**src/rtl/hp_link_core_if.sv**
```systemverilog
// hp_link_core_if: byte-wide PIPE-style symbol bus between the link core and
// the far-end (root-port BFM) side.
//   pipe_txdata  / pipe_txdatak : symbol and K flag sent by the core
//   pipe_rxdata  / pipe_rxdatak : symbol and K flag received by the core
//   pipe_rxvalid                : received symbol valid
// Modports: master = link core, slave = far-end driver.
interface hp_link_core_if;
    logic [7:0] pipe_txdata;
    logic       pipe_txdatak;
    logic [7:0] pipe_rxdata;
    logic       pipe_rxdatak;
    logic       pipe_rxvalid;

    modport master (
        output pipe_txdata, pipe_txdatak,
        input  pipe_rxdata, pipe_rxdatak, pipe_rxvalid
    );

    modport slave (
        input  pipe_txdata, pipe_txdatak,
        output pipe_rxdata, pipe_rxdatak, pipe_rxvalid
    );
endinterface

```
**src/rtl/hp_link_core.sv**
```systemverilog
// hp_link_core: reduced PCIe LTSSM (detect -> polling -> L0) over a byte-wide
// PIPE symbol interface. Sends TS1/TS2 ordered sets, parses received sets and
// reports the training state on the sim/debug pins.
// Ports:
//   sysclk, pci_perst_n : clock (rising edge) and async active-low reset
//   test_in             : [0] fast quiet, [1] report Gen2 in L0, [5] hold in quiet
//   simu_mode_pipe      : 1 = symbols advance on sim_pipe_pclk_in only
//   sim_pipe_pclk_in    : symbol-enable strobe
//   sim_pipe_rate       : 00 = Gen1, 01 in L0 with test_in[1]
//   sim_ltssmstate      : current state code
//   pci_rx / pci_tx     : far-end presence / transmitter active
//   link_up             : 1 while in L0
//   pipe                : PIPE symbol bus (master side)
module hp_link_core #(
    parameter int unsigned QUIET_CYCLES = 16,
    parameter int unsigned FAST_QUIET   = 4,
    parameter int unsigned POLL_TIMEOUT = 4096,
    parameter int unsigned RX_TS_COUNT  = 8,
    parameter int unsigned TX_TS2_MIN   = 16
) (
    input  logic         sysclk,
    input  logic         pci_perst_n,
    input  logic [31:0]  test_in,
    input  logic         simu_mode_pipe,
    input  logic         sim_pipe_pclk_in,
    output logic [1:0]   sim_pipe_rate,
    output logic [4:0]   sim_ltssmstate,
    input  logic         pci_rx,
    output logic         pci_tx,
    output logic         link_up,
    hp_link_core_if.master pipe
);
    localparam int unsigned TW = $clog2(POLL_TIMEOUT + QUIET_CYCLES + 2);
    localparam int unsigned RW = $clog2(RX_TS_COUNT + 1);
    localparam int unsigned XW = $clog2(TX_TS2_MIN + 1);

    localparam logic [TW-1:0] POLL_LAST  = TW'(POLL_TIMEOUT - 1);
    localparam logic [TW-1:0] QUIET_LAST = TW'(QUIET_CYCLES - 1);
    localparam logic [TW-1:0] FAST_LAST  = TW'(FAST_QUIET - 1);
    localparam logic [RW-1:0] RX_FULL    = RW'(RX_TS_COUNT);
    localparam logic [XW-1:0] TX_FULL    = XW'(TX_TS2_MIN);

    localparam logic [7:0] SYM_COM = 8'hBC;
    localparam logic [7:0] SYM_TS1 = 8'h4A;
    localparam logic [7:0] SYM_TS2 = 8'h45;

    typedef enum logic [4:0] {
        DETECT_QUIET   = 5'h00,
        DETECT_ACTIVE  = 5'h01,
        POLLING_ACTIVE = 5'h02,
        POLLING_CONFIG = 5'h04,
        L0             = 5'h0F
    } ltssm_e;

    ltssm_e        state_q, state_d;
    logic [TW-1:0] timer_q, timer_d;
    logic [3:0]    tx_ptr_q, tx_ptr_d;
    logic [XW-1:0] tx_ts2_q, tx_ts2_d;
    logic [RW-1:0] rx_cnt_q, rx_cnt_d;
    logic          rx_in_set_q, rx_in_set_d;
    logic [3:0]    rx_pos_q, rx_pos_d;
    logic          rx_is_ts2_q, rx_is_ts2_d;
    logic [7:0]    txdata_q, txdata_d;
    logic          txdatak_q, txdatak_d;
    logic          pci_tx_q, pci_tx_d;
    logic          link_up_q, link_up_d;
    logic [1:0]    rate_q, rate_d;

    logic          tick;
    logic          polling;
    logic          hold;
    logic [TW-1:0] quiet_last;
    logic [TW-1:0] timer_inc;
    logic          unused_test_bits;

    assign tick       = simu_mode_pipe ? sim_pipe_pclk_in : 1'b1;
    assign polling    = (state_q == POLLING_ACTIVE) || (state_q == POLLING_CONFIG);
    assign hold       = (state_q == DETECT_QUIET) && test_in[5];
    assign quiet_last = test_in[0] ? FAST_LAST : QUIET_LAST;
    assign timer_inc  = (timer_q == '1) ? timer_q : timer_q + 1'b1;
    assign unused_test_bits = ^{test_in[31:6], test_in[4:2]};

    always_comb begin
        state_d     = state_q;
        timer_d     = timer_q;
        tx_ptr_d    = tx_ptr_q;
        tx_ts2_d    = tx_ts2_q;
        rx_cnt_d    = rx_cnt_q;
        rx_in_set_d = rx_in_set_q;
        rx_pos_d    = rx_pos_q;
        rx_is_ts2_d = rx_is_ts2_q;

        if (tick) begin
            case (state_q)
                DETECT_QUIET: begin
                    if (!test_in[5] && timer_q >= quiet_last) state_d = DETECT_ACTIVE;
                end
                DETECT_ACTIVE: state_d = pci_rx ? POLLING_ACTIVE : DETECT_QUIET;
                POLLING_ACTIVE: begin
                    if (!pci_rx || timer_q >= POLL_LAST) state_d = DETECT_QUIET;
                    else if (rx_cnt_q >= RX_FULL)        state_d = POLLING_CONFIG;
                end
                POLLING_CONFIG: begin
                    if (!pci_rx || timer_q >= POLL_LAST)                state_d = DETECT_QUIET;
                    else if (rx_cnt_q >= RX_FULL && tx_ts2_q >= TX_FULL) state_d = L0;
                end
                L0:      if (!pci_rx) state_d = DETECT_QUIET;
                default: state_d = DETECT_QUIET;
            endcase

            if (state_d != state_q) begin
                // Every state entry restarts timer, tx pointer and rx parser.
                timer_d     = '0;
                tx_ptr_d    = '0;
                tx_ts2_d    = '0;
                rx_cnt_d    = '0;
                rx_in_set_d = 1'b0;
                rx_pos_d    = '0;
                rx_is_ts2_d = 1'b0;
            end else begin
                if (!hold) timer_d = timer_inc;
                if (polling) begin
                    tx_ptr_d = tx_ptr_q + 4'd1;
                    // A TS2 counts as fully sent once its last symbol has been on the bus.
                    if (state_q == POLLING_CONFIG && tx_ptr_q == 4'hF && tx_ts2_q < TX_FULL)
                        tx_ts2_d = tx_ts2_q + 1'b1;

                    if (pipe.pipe_rxvalid) begin
                        if (pipe.pipe_rxdatak && pipe.pipe_rxdata == SYM_COM) begin
                            rx_in_set_d = 1'b1;
                            rx_pos_d    = 4'd1;
                        end else if (!rx_in_set_q) begin
                            rx_cnt_d = '0;
                        end else if (rx_pos_q == 4'd1) begin
                            if (!pipe.pipe_rxdatak &&
                                (pipe.pipe_rxdata == SYM_TS1 || pipe.pipe_rxdata == SYM_TS2)) begin
                                rx_is_ts2_d = (pipe.pipe_rxdata == SYM_TS2);
                                rx_pos_d    = 4'd2;
                            end else begin
                                rx_in_set_d = 1'b0;
                                rx_cnt_d    = '0;
                            end
                        end else if (!pipe.pipe_rxdatak &&
                                     pipe.pipe_rxdata == (rx_is_ts2_q ? SYM_TS2 : SYM_TS1)) begin
                            if (rx_pos_q == 4'hF) begin
                                rx_in_set_d = 1'b0;
                                rx_pos_d    = '0;
                                // In config a completed TS1 breaks the TS2 run.
                                if (state_q == POLLING_CONFIG && !rx_is_ts2_q) rx_cnt_d = '0;
                                else if (rx_cnt_q < RX_FULL)                     rx_cnt_d = rx_cnt_q + 1'b1;
                            end else begin
                                rx_pos_d = rx_pos_q + 4'd1;
                            end
                        end else begin
                            rx_in_set_d = 1'b0;
                            rx_cnt_d    = '0;
                        end
                    end
                end
            end
        end

        // Output registers are loaded from next-state values so they line up
        // with the state register.
        txdata_d  = '0;
        txdatak_d = 1'b0;
        if (state_d == POLLING_ACTIVE || state_d == POLLING_CONFIG) begin
            if (tx_ptr_d == 4'd0) begin
                txdata_d  = SYM_COM;
                txdatak_d = 1'b1;
            end else begin
                txdata_d  = (state_d == POLLING_CONFIG) ? SYM_TS2 : SYM_TS1;
            end
        end
        pci_tx_d  = (state_d != DETECT_QUIET) && (state_d != DETECT_ACTIVE);
        link_up_d = (state_d == L0);
        rate_d    = (state_d == L0 && test_in[1]) ? 2'b01 : 2'b00;
    end

    always_ff @(posedge sysclk or negedge pci_perst_n) begin
        if (!pci_perst_n) begin
            state_q     <= DETECT_QUIET;
            timer_q     <= '0;
            tx_ptr_q    <= '0;
            tx_ts2_q    <= '0;
            rx_cnt_q    <= '0;
            rx_in_set_q <= 1'b0;
            rx_pos_q    <= '0;
            rx_is_ts2_q <= 1'b0;
            txdata_q    <= '0;
            txdatak_q   <= 1'b0;
            pci_tx_q    <= 1'b0;
            link_up_q   <= 1'b0;
            rate_q      <= '0;
        end else begin
            state_q     <= state_d;
            timer_q     <= timer_d;
            tx_ptr_q    <= tx_ptr_d;
            tx_ts2_q    <= tx_ts2_d;
            rx_cnt_q    <= rx_cnt_d;
            rx_in_set_q <= rx_in_set_d;
            rx_pos_q    <= rx_pos_d;
            rx_is_ts2_q <= rx_is_ts2_d;
            txdata_q    <= txdata_d;
            txdatak_q   <= txdatak_d;
            pci_tx_q    <= pci_tx_d;
            link_up_q   <= link_up_d;
            rate_q      <= rate_d;
        end
    end

    assign sim_ltssmstate    = state_q;
    assign sim_pipe_rate     = rate_q;
    assign pci_tx            = pci_tx_q;
    assign link_up           = link_up_q;
    assign pipe.pipe_txdata  = txdata_q;
    assign pipe.pipe_txdatak = txdatak_q;
endmodule

```
**src/flat_wrapper.sv**
```systemverilog
// flat-port wrapper written by rule: the top's interface ports become plain ports
module hp_link_core_flat 
#(
    parameter int unsigned QUIET_CYCLES = 16,
    parameter int unsigned FAST_QUIET   = 4,
    parameter int unsigned POLL_TIMEOUT = 4096,
    parameter int unsigned RX_TS_COUNT  = 8,
    parameter int unsigned TX_TS2_MIN   = 16
)
  (sysclk, pci_perst_n, test_in, simu_mode_pipe, sim_pipe_pclk_in, sim_pipe_rate, sim_ltssmstate, pci_rx, pci_tx, link_up, pipe_pipe_txdata, pipe_pipe_txdatak, pipe_pipe_rxdata, pipe_pipe_rxdatak, pipe_pipe_rxvalid);
  hp_link_core_if pipe_i ();
  input  logic sysclk;
  input  logic pci_perst_n;
  input  logic [31:0] test_in;
  input  logic simu_mode_pipe;
  input  logic sim_pipe_pclk_in;
  output logic [1:0] sim_pipe_rate;
  output logic [4:0] sim_ltssmstate;
  input  logic pci_rx;
  output logic pci_tx;
  output logic link_up;
  output wire logic [$bits(pipe_i.pipe_txdata)-1:0] pipe_pipe_txdata;
  output wire logic [$bits(pipe_i.pipe_txdatak)-1:0] pipe_pipe_txdatak;
  input wire logic [$bits(pipe_i.pipe_rxdata)-1:0] pipe_pipe_rxdata;
  input wire logic [$bits(pipe_i.pipe_rxdatak)-1:0] pipe_pipe_rxdatak;
  input wire logic [$bits(pipe_i.pipe_rxvalid)-1:0] pipe_pipe_rxvalid;
  assign pipe_pipe_txdata = pipe_i.pipe_txdata;
  assign pipe_pipe_txdatak = pipe_i.pipe_txdatak;
  assign pipe_i.pipe_rxdata = pipe_pipe_rxdata;
  assign pipe_i.pipe_rxdatak = pipe_pipe_rxdatak;
  assign pipe_i.pipe_rxvalid = pipe_pipe_rxvalid;
  hp_link_core #(.QUIET_CYCLES(QUIET_CYCLES), .FAST_QUIET(FAST_QUIET), .POLL_TIMEOUT(POLL_TIMEOUT), .RX_TS_COUNT(RX_TS_COUNT), .TX_TS2_MIN(TX_TS2_MIN)) u_core (.sysclk(sysclk), .pci_perst_n(pci_perst_n), .test_in(test_in), .simu_mode_pipe(simu_mode_pipe), .sim_pipe_pclk_in(sim_pipe_pclk_in), .sim_pipe_rate(sim_pipe_rate), .sim_ltssmstate(sim_ltssmstate), .pci_rx(pci_rx), .pci_tx(pci_tx), .link_up(link_up), .pipe(pipe_i));
endmodule
```
**config.mk**
```make
export PLATFORM = sky130hd
export DESIGN_NAME = hp_link_core_flat
export DESIGN_NICKNAME = d
export VERILOG_FILES = /design/src/rtl/hp_link_core_if.sv /design/src/rtl/hp_link_core.sv /design/src/flat_wrapper.sv
export SDC_FILE = /design/constraint.sdc
export NUM_CORES = 1
export LEC_CHECK = 0
export BUFFER_PORTS_ARGS = -buffer_cell sky130_fd_sc_hd__buf_2
export CAP_MARGIN = 20
export CORE_ASPECT_RATIO = 1.1
export CORE_UTILIZATION = 50
export CTS_BUF_LIST = sky130_fd_sc_hd__clkbuf_16
export DETAILED_ROUTE_END_ITERATION = 12
export PLACE_DENSITY = 0.79
export RECOVER_POWER = 100
export SLEW_MARGIN = 30
export SYNTH_ARGS = -nofsm -noshare
export SYNTH_HDL_FRONTEND = slang
export SYNTH_SLANG_ARGS = --single-unit
```
**constraint.sdc**
```tcl
create_clock -name sysclk -period 4.25 [get_ports sysclk]
set_clock_uncertainty 0.2 [all_clocks]
set_input_delay 0.425 -clock sysclk [delete_from_list [all_inputs] [get_ports sysclk]]
set_output_delay 0.425 -clock sysclk [all_outputs]
set_load 0.01 [all_outputs]
```
=== Word level (Yosys, flattened, before mapping) ===
Index checks and enable logic that the tools add are counted.

* Reductions and logical operators: 36
* Muxes and demuxes: 64
* $lt $le $gt $ge: 6
* Eq/ne operators: 24
* Add/subtract/negate cells: 5

{| class="wikitable"
|+ Operators by type and width
! cell !! number
|-
| 4-bit 2-to-1 mux || 26
|-
| 5-bit 2-to-1 mux || 11
|-
| 13-bit 2-to-1 mux || 3
|-
| 5-bit one-hot mux with 5 select lines || 1
|-
| 1-bit 2-to-1 mux || 20
|-
| 8-bit by 7-bit equality test with 1-bit output, second input constant || 2
|-
| 8-bit 2-to-1 mux || 2
|-
| 7-bit AND reduction || 2
|-
| 13-bit by 1-bit adder with 13-bit output, second input constant || 1
|-
| 13-bit equality test, second input constant || 1
|-
| 13-bit by 12-bit >= comparator with 1-bit output, second input constant || 1
|-
| 13-bit >= comparator || 1
|-
| 4-bit by 1-bit adder with 4-bit output, second input constant || 3
|-
| 2-bit nonzero test || 6
|-
| 1-bit logical AND || 11
|-
| 5-bit by 2-bit equality test with 1-bit output, second input constant || 2
|-
| 5-bit by 3-bit equality test with 1-bit output, second input constant || 2
|-
| 5-bit by 4-bit equality test with 1-bit output, second input constant || 2
|-
| 3-bit AND reduction || 3
|-
| 4-bit equality test, second input constant || 2
|-
| 8-bit equality test || 1
|-
| 8-bit equality test, second input constant || 1
|-
| 6-bit != test, second input constant || 1
|-
| 6-bit AND reduction || 1
|-
| other kinds (22) || 29
|}

* Input port bits: 47
* Output and inout bits: 18
* Logic and storage cells: 148
* Register bits after elaboration: 50

=== Depth between registers and ports, before layout ===
* Depth in word-level cells: 12
* Mapped depth: 9
* Depth with buffers taken out: 8

=== Worst setup path before layout ===
OpenSTA, ideal clock, no wires.

* Path type: register -> register
* Start point: register u_core.state_q[3], in the netlist u_core.sim_ltssmstate[3]
* End point: register u_core.timer_q[12]
* Path slack: 1.585 ns
* Period minus slack after synthesis: 2.665 ns
* Setup time: 0.122 ns
* Required time: 3.928 ns
* Path buffers: 3
* Arrival: 2.343 ns
* Stages on the path, launching flop included: 10
* Path through: dfrtp_1 -> buf_2 -> or3_1 -> buf_2 -> nor4_2 -> a21oi_1 -> a21oi_1 -> buf_4 -> nor2_1 -> a32o_1

* Cells in the longest elaborated chain, start to end: 7
* Elaborated cells on any way between the ends: 19
* Those cells by class: 7 x eq/ne; 9 x mux; 3 x reduce/logical

{| class="wikitable"
|+ RTL lines
! what !! line !! RTL
|-
| start, declared || hp_link_core.sv:55 || <nowiki>ltssm_e state_q, state_d;</nowiki>
|-
| start signal, assigned || hp_link_core.sv:196 || <nowiki>state_q <= state_d;</nowiki>
|-
| 5-bit 2-to-1 mux, on equally long branches || hp_link_core.sv:105, hp_link_core.sv:101 ||
|-
| 5-bit 2-to-1 mux, on equally long branches || hp_link_core.sv:104, hp_link_core.sv:100 ||
|-
| 5-bit one-hot mux with 5 select lines || hp_link_core.sv:94 || <nowiki>case (state_q)</nowiki>
|-
| 5-bit 2-to-1 mux || hp_link_core.sv:93 || <nowiki>if (tick) begin</nowiki>
|-
| 5-bit != test || hp_link_core.sv:111 || <nowiki>if (state_d != state_q) begin</nowiki>
|-
| 2-bit != test (no line) || -- ||
|-
| 3-bit AND reduction (no line) || -- ||
|-
| end signal, assigned || hp_link_core.sv:197 || <nowiki>timer_q <= timer_d;</nowiki>
|-
| end, declared || hp_link_core.sv:56 || <nowiki>logic [TW-1:0] timer_q, timer_d;</nowiki>
|}

Several ways; a longest one is shown, not always the timed one. The select of a mux whose other input is x is not followed.
A chain may end at the register's enable or synchronous reset.

=== Worst setup path after layout ===
* Start point: register u_core.timer_q[0]
* End point: register u_core.rx_pos_q[0]

* Cells in the longest elaborated chain, start to end: 8
* Elaborated cells on any way between the ends: 17
* Those cells by class: 2 x order compare; 2 x eq/ne; 6 x mux; 7 x reduce/logical

{| class="wikitable"
|+ RTL lines
! what !! line !! RTL
|-
| 13-bit by 12-bit >= comparator with 1-bit output / 13-bit >= comparator (equally long branches) || hp_link_core.sv:100, hp_link_core.sv:104, hp_link_core.sv:96 ||
|-
| 1-bit logical OR / 1-bit logical AND (equally long branches) || hp_link_core.sv:100, hp_link_core.sv:104, hp_link_core.sv:96 ||
|-
| 5-bit 2-to-1 mux, on equally long branches || hp_link_core.sv:104, hp_link_core.sv:96, hp_link_core.sv:100 ||
|-
| 5-bit one-hot mux with 5 select lines * || hp_link_core.sv:94 ||
|-
| 5-bit 2-to-1 mux * || hp_link_core.sv:93 ||
|-
| 5-bit != test * || hp_link_core.sv:111 ||
|-
| 4-bit by 2-bit != test with 1-bit output (no line) (tied with other cells) || -- ||
|-
| 6-bit AND reduction (no line) || -- ||
|-
| end signal, assigned || hp_link_core.sv:202 || <nowiki>rx_pos_q <= rx_pos_d;</nowiki>
|-
| end, declared || hp_link_core.sv:61 || <nowiki>logic [3:0] rx_pos_q, rx_pos_d;</nowiki>
|}

Every way passes the cells marked *; elsewhere a longest branch is shown, timed or not. The select of a mux whose other input is x is not followed.

==> summary.md <==
| Metric | Value |
|---|---|
| Synth warnings | 0 |
| Number of global-route vias before repair | 2558 |
| Min-delay src | test_in[1] |
| DRT antenna net count | 0 |
| Max clock buf depth | 2 |
| Routed WL per cell | 16.3 um |
| Net Sw Power | 0.000494 W |
| Hold WC Path Type | in2reg |
| Drt total wl | 6.93 mm |
| Fin util | 57.2% |
| Int Pwr | 0.000933 W |
| Total gr overflow | 0 |
| H-tree Lvls | 2 |
| Worst setup SP type | register |
| Worst EP required | 4.27 ns |
| Synthesized area | 3020 um^2 |
| Worst ir drop on vdd | 0.276 mV |
| Endpoints failing hold | 0 |
| Nets | 404 |
| Initial detailed-routing violation count | 211 |
| Worst slew margin | -68.0% |
| Die area | 6350 um^2 |
| Avg Synthesized Cell Area | 9.45 um^2 |
| Synthesized instance count | 319 |
| Dpl ws | 1.21 ns |
| Highest clock rate | 287 MHz |
| Status | complete, but fails checks |
| EDFF count, synth | 0 |
| Post CTS Setup Buffer Count | 0 |
| Total power | 0.00143 W |
| Switching share of power | 34.6% |
| Most frequent cells in the layout | 46 x dfrtp_1, 30 x nor2_1, 20 x nand2_1 |
| Worst slew pin tran | 2.52 ns |
| Clock sink count | 46 |
| Largest net degree at the start of global routing | 47 |
| Critical path arrival | 3.50 ns |
| Seq/Total Area, Yosys | 38.2% |
| Worst-skew pair later-pin latency | 0.28 ns |
| Async SR Flop Fraction | 100% |
| Top FF cell, synth | dfrtp_1 |
| Post-route DRC | 0 |
| Rows | 29 |
| Setup TNS | 0 ns |
| Hold Path Stages | 3 |
| Synth top area cells | dfrtp_1 38%, nor2_1 3.7%, ha_1 3.3% |
| Crit path max fanout | 10 |
| Critical path class | reg2reg |
| Max_cap viols | 1 |
| # setup viols final | 0 |
| TritonCTS clock tree | built |
| Yosys cell types | 66 |
| First-pass GRT wire length | 12.2 mm |
| Failing checks | capacitance limit, slew limit |
| Power Density | 430 nW/um^2 |
| Die Y | 83.5 um |
| Crit. End Element | register |
| IO Pins | 65 |
| Synth area leader | dfrtp_1 |
| Routed via count | 2687 |
| Critical Path Start | u_core.timer_q[0] |
| Static leakage | 1.42 nW |
| IO Port Bufs | 34 |
| Syn Nets | 374 |
| RSZ-0062 raised after global routing | no |
| Total GRT Usage | 23.7% |
| Die span in x | 76.0 um |
| Hold_ws | 0.156 ns |
| Final setup margin | 0.767 ns |
| Diode count | 0 |
| Final HPWL DP | 4.97 mm |
| Max Slew Vio Count | 47 |
| Post-synth top area share | 38.2% |
| Commonest non-fill, non-tap cell in the layout | dfrtp_1 |
| Clock share of power | 29.6% |
| Reg2Reg Depth | 8 |
| Comb pwr share | 31.5% |
| Initial Utilization | 51.9% |
| Initial antenna violation count | 0 |
| Reg2reg start | u_core.timer_q[0] |
| Sequential power share | 38.9% |
| Pre-antenna DRT Iters | 6 |
| Final cycle utilization of the critical path | 82.0% |
| Fin crit period | 3.48 ns |
| Layout Area Growth over Synthesis | 10.0% |
| Synth Register Bits | 46 |
| Vias per cell | 6.31 |
| Share of cells above drive strength 1 | 10.9% |
| Root Driver | clkbuf_16 |
| CTS buffer count | 5 |
| Placeable Area | 5810 um^2 |
| Gpl congestion | 0.892 |
| CTS clk-pin slew, worst paths | 0.06 ns |
power by group through the flow:
stage | Combinational [W] | Clock [W] | Sequential (W)
after floorplan | 0.000367 | 0 | 0.000551
after global placement | 0.000463 | 0 | 0.000558
after detailed placement | 0.000477 | 0 | 0.000559
after CTS | 0.000480 | 0.000430 | 0.000551
after global routing | 0.000508 | 0.000448 | 0.000563
final | 0.000450 | 0.000422 | 0.000556
critical path, stage by stage (launching register included):
cell and delay [ns]:
dfrtp_1 0.43, ha_1 0.27, a21oi_1 0.09, or4_1 0.66, a211oi_2 0.28, o31ai_1 0.21
buf_4 0.23, nor3_1 0.75, a32o_1 0.29
sequential cells by signal, summed over array words and instances (netlist names):
signal	cells
u_core.timer_q	13
u_core.pipe.pipe_txdata	5
u_core.pci_tx	1
u_core.sim_pipe_rate	1
u_core.sim_ltssmstate	5
u_core.rx_cnt_q	4
u_core.rx_is_ts2_q	1
u_core.tx_ptr_q	4
u_core.rx_pos_q	4
u_core.link_up	1
u_core.rx_in_set_q	1
u_core.pipe.pipe_txdatak	1
u_core.tx_ts2_q	5
logic make-up (layout without fill, tap and decap cells):
kind of cell / count (synthesis) / in the layout / synth area share (%)
buffers and inverters: 28 / 58 / 4.65
DFF: 46 / 46 / 38.2
other: 1 / 1 / 0.124
and+or+nand+nor: 135 / 135 / 26.0
adders and majority gates: 8 / 8 / 3.32
xor gates and xnor gates: 17 / 17 / 4.94
AOI/OAI and AO/OA: 84 / 84 / 22.8
final cells by class:
| type | count | area, um^2 |
|---|---|---|
| timing repair buffer | 41 | 199 |
| fill | 516 | 2490 |
| multi-input combinational | 245 | 1680 |
| clock buffer | 5 | 125 |
| inverter | 10 | 37.5 |
| sequential | 46 | 1150 |
| clock inverter | 2 | 33.8 |
| tap | 77 | 96.3 |
synth_stat cells, types with 4 or more instances:
cell,n
dfrtp_1,46
nor2_1,30
nand2_1,20
a21oi_1,14
nor3_1,12
nor4_1,11
inv_1,10
xor2_1,10
a32o_1,8
ha_1,8
nand3_1,8
nand4_1,8
o21ai_0,8
buf_2,7
xnor2_1,7
nand2b_1,6
o31ai_1,6
a2111oi_0,5
buf_4,5
clkbuf_1,5
a21o_1,4
a22o_1,4
a31oi_1,4
and2_1,4
and3_1,4
nor4b_1,4
o31ai_2,4
or4_1,4
final timing paths:
kind                                                end  slack (ns)
max in group asynchronous             u_core.timer_q[5]        1.15
worst min register to register       u_core.rx_in_set_q        0.29
worst min-delay path            u_core.sim_pipe_rate[0]        0.16
min in group asynchronous            u_core.rx_pos_q[0]        1.26
worst max-delay path                 u_core.rx_pos_q[0]        0.77
worst max register to register       u_core.rx_pos_q[0]        0.77
through the flow:
step | instances | cell area (um^2)
after detailed placement | 418 | 3230
after floorplan | 319 | 3020
final | 426 | 3320
after global routing | 426 | 3320
after global placement | 418 | 3220
after CTS | 426 | 3400
per-layer routing:
layer  track usage, %  share of wire, %  wire length [um]
met5                0                 0                 0
met1             31.5                44              3040
met3             3.83               5.7               393
met4             8.39               2.4               167
met2             39.1                48              3320
repair_timing:
item                                   4_1_cts  5_1_grt
resized for setup                            0        0
endpoints found under the hold margin       46        0
hold buffers                                 1        0
No activity file was read; power rests on OpenSTA's default activity.
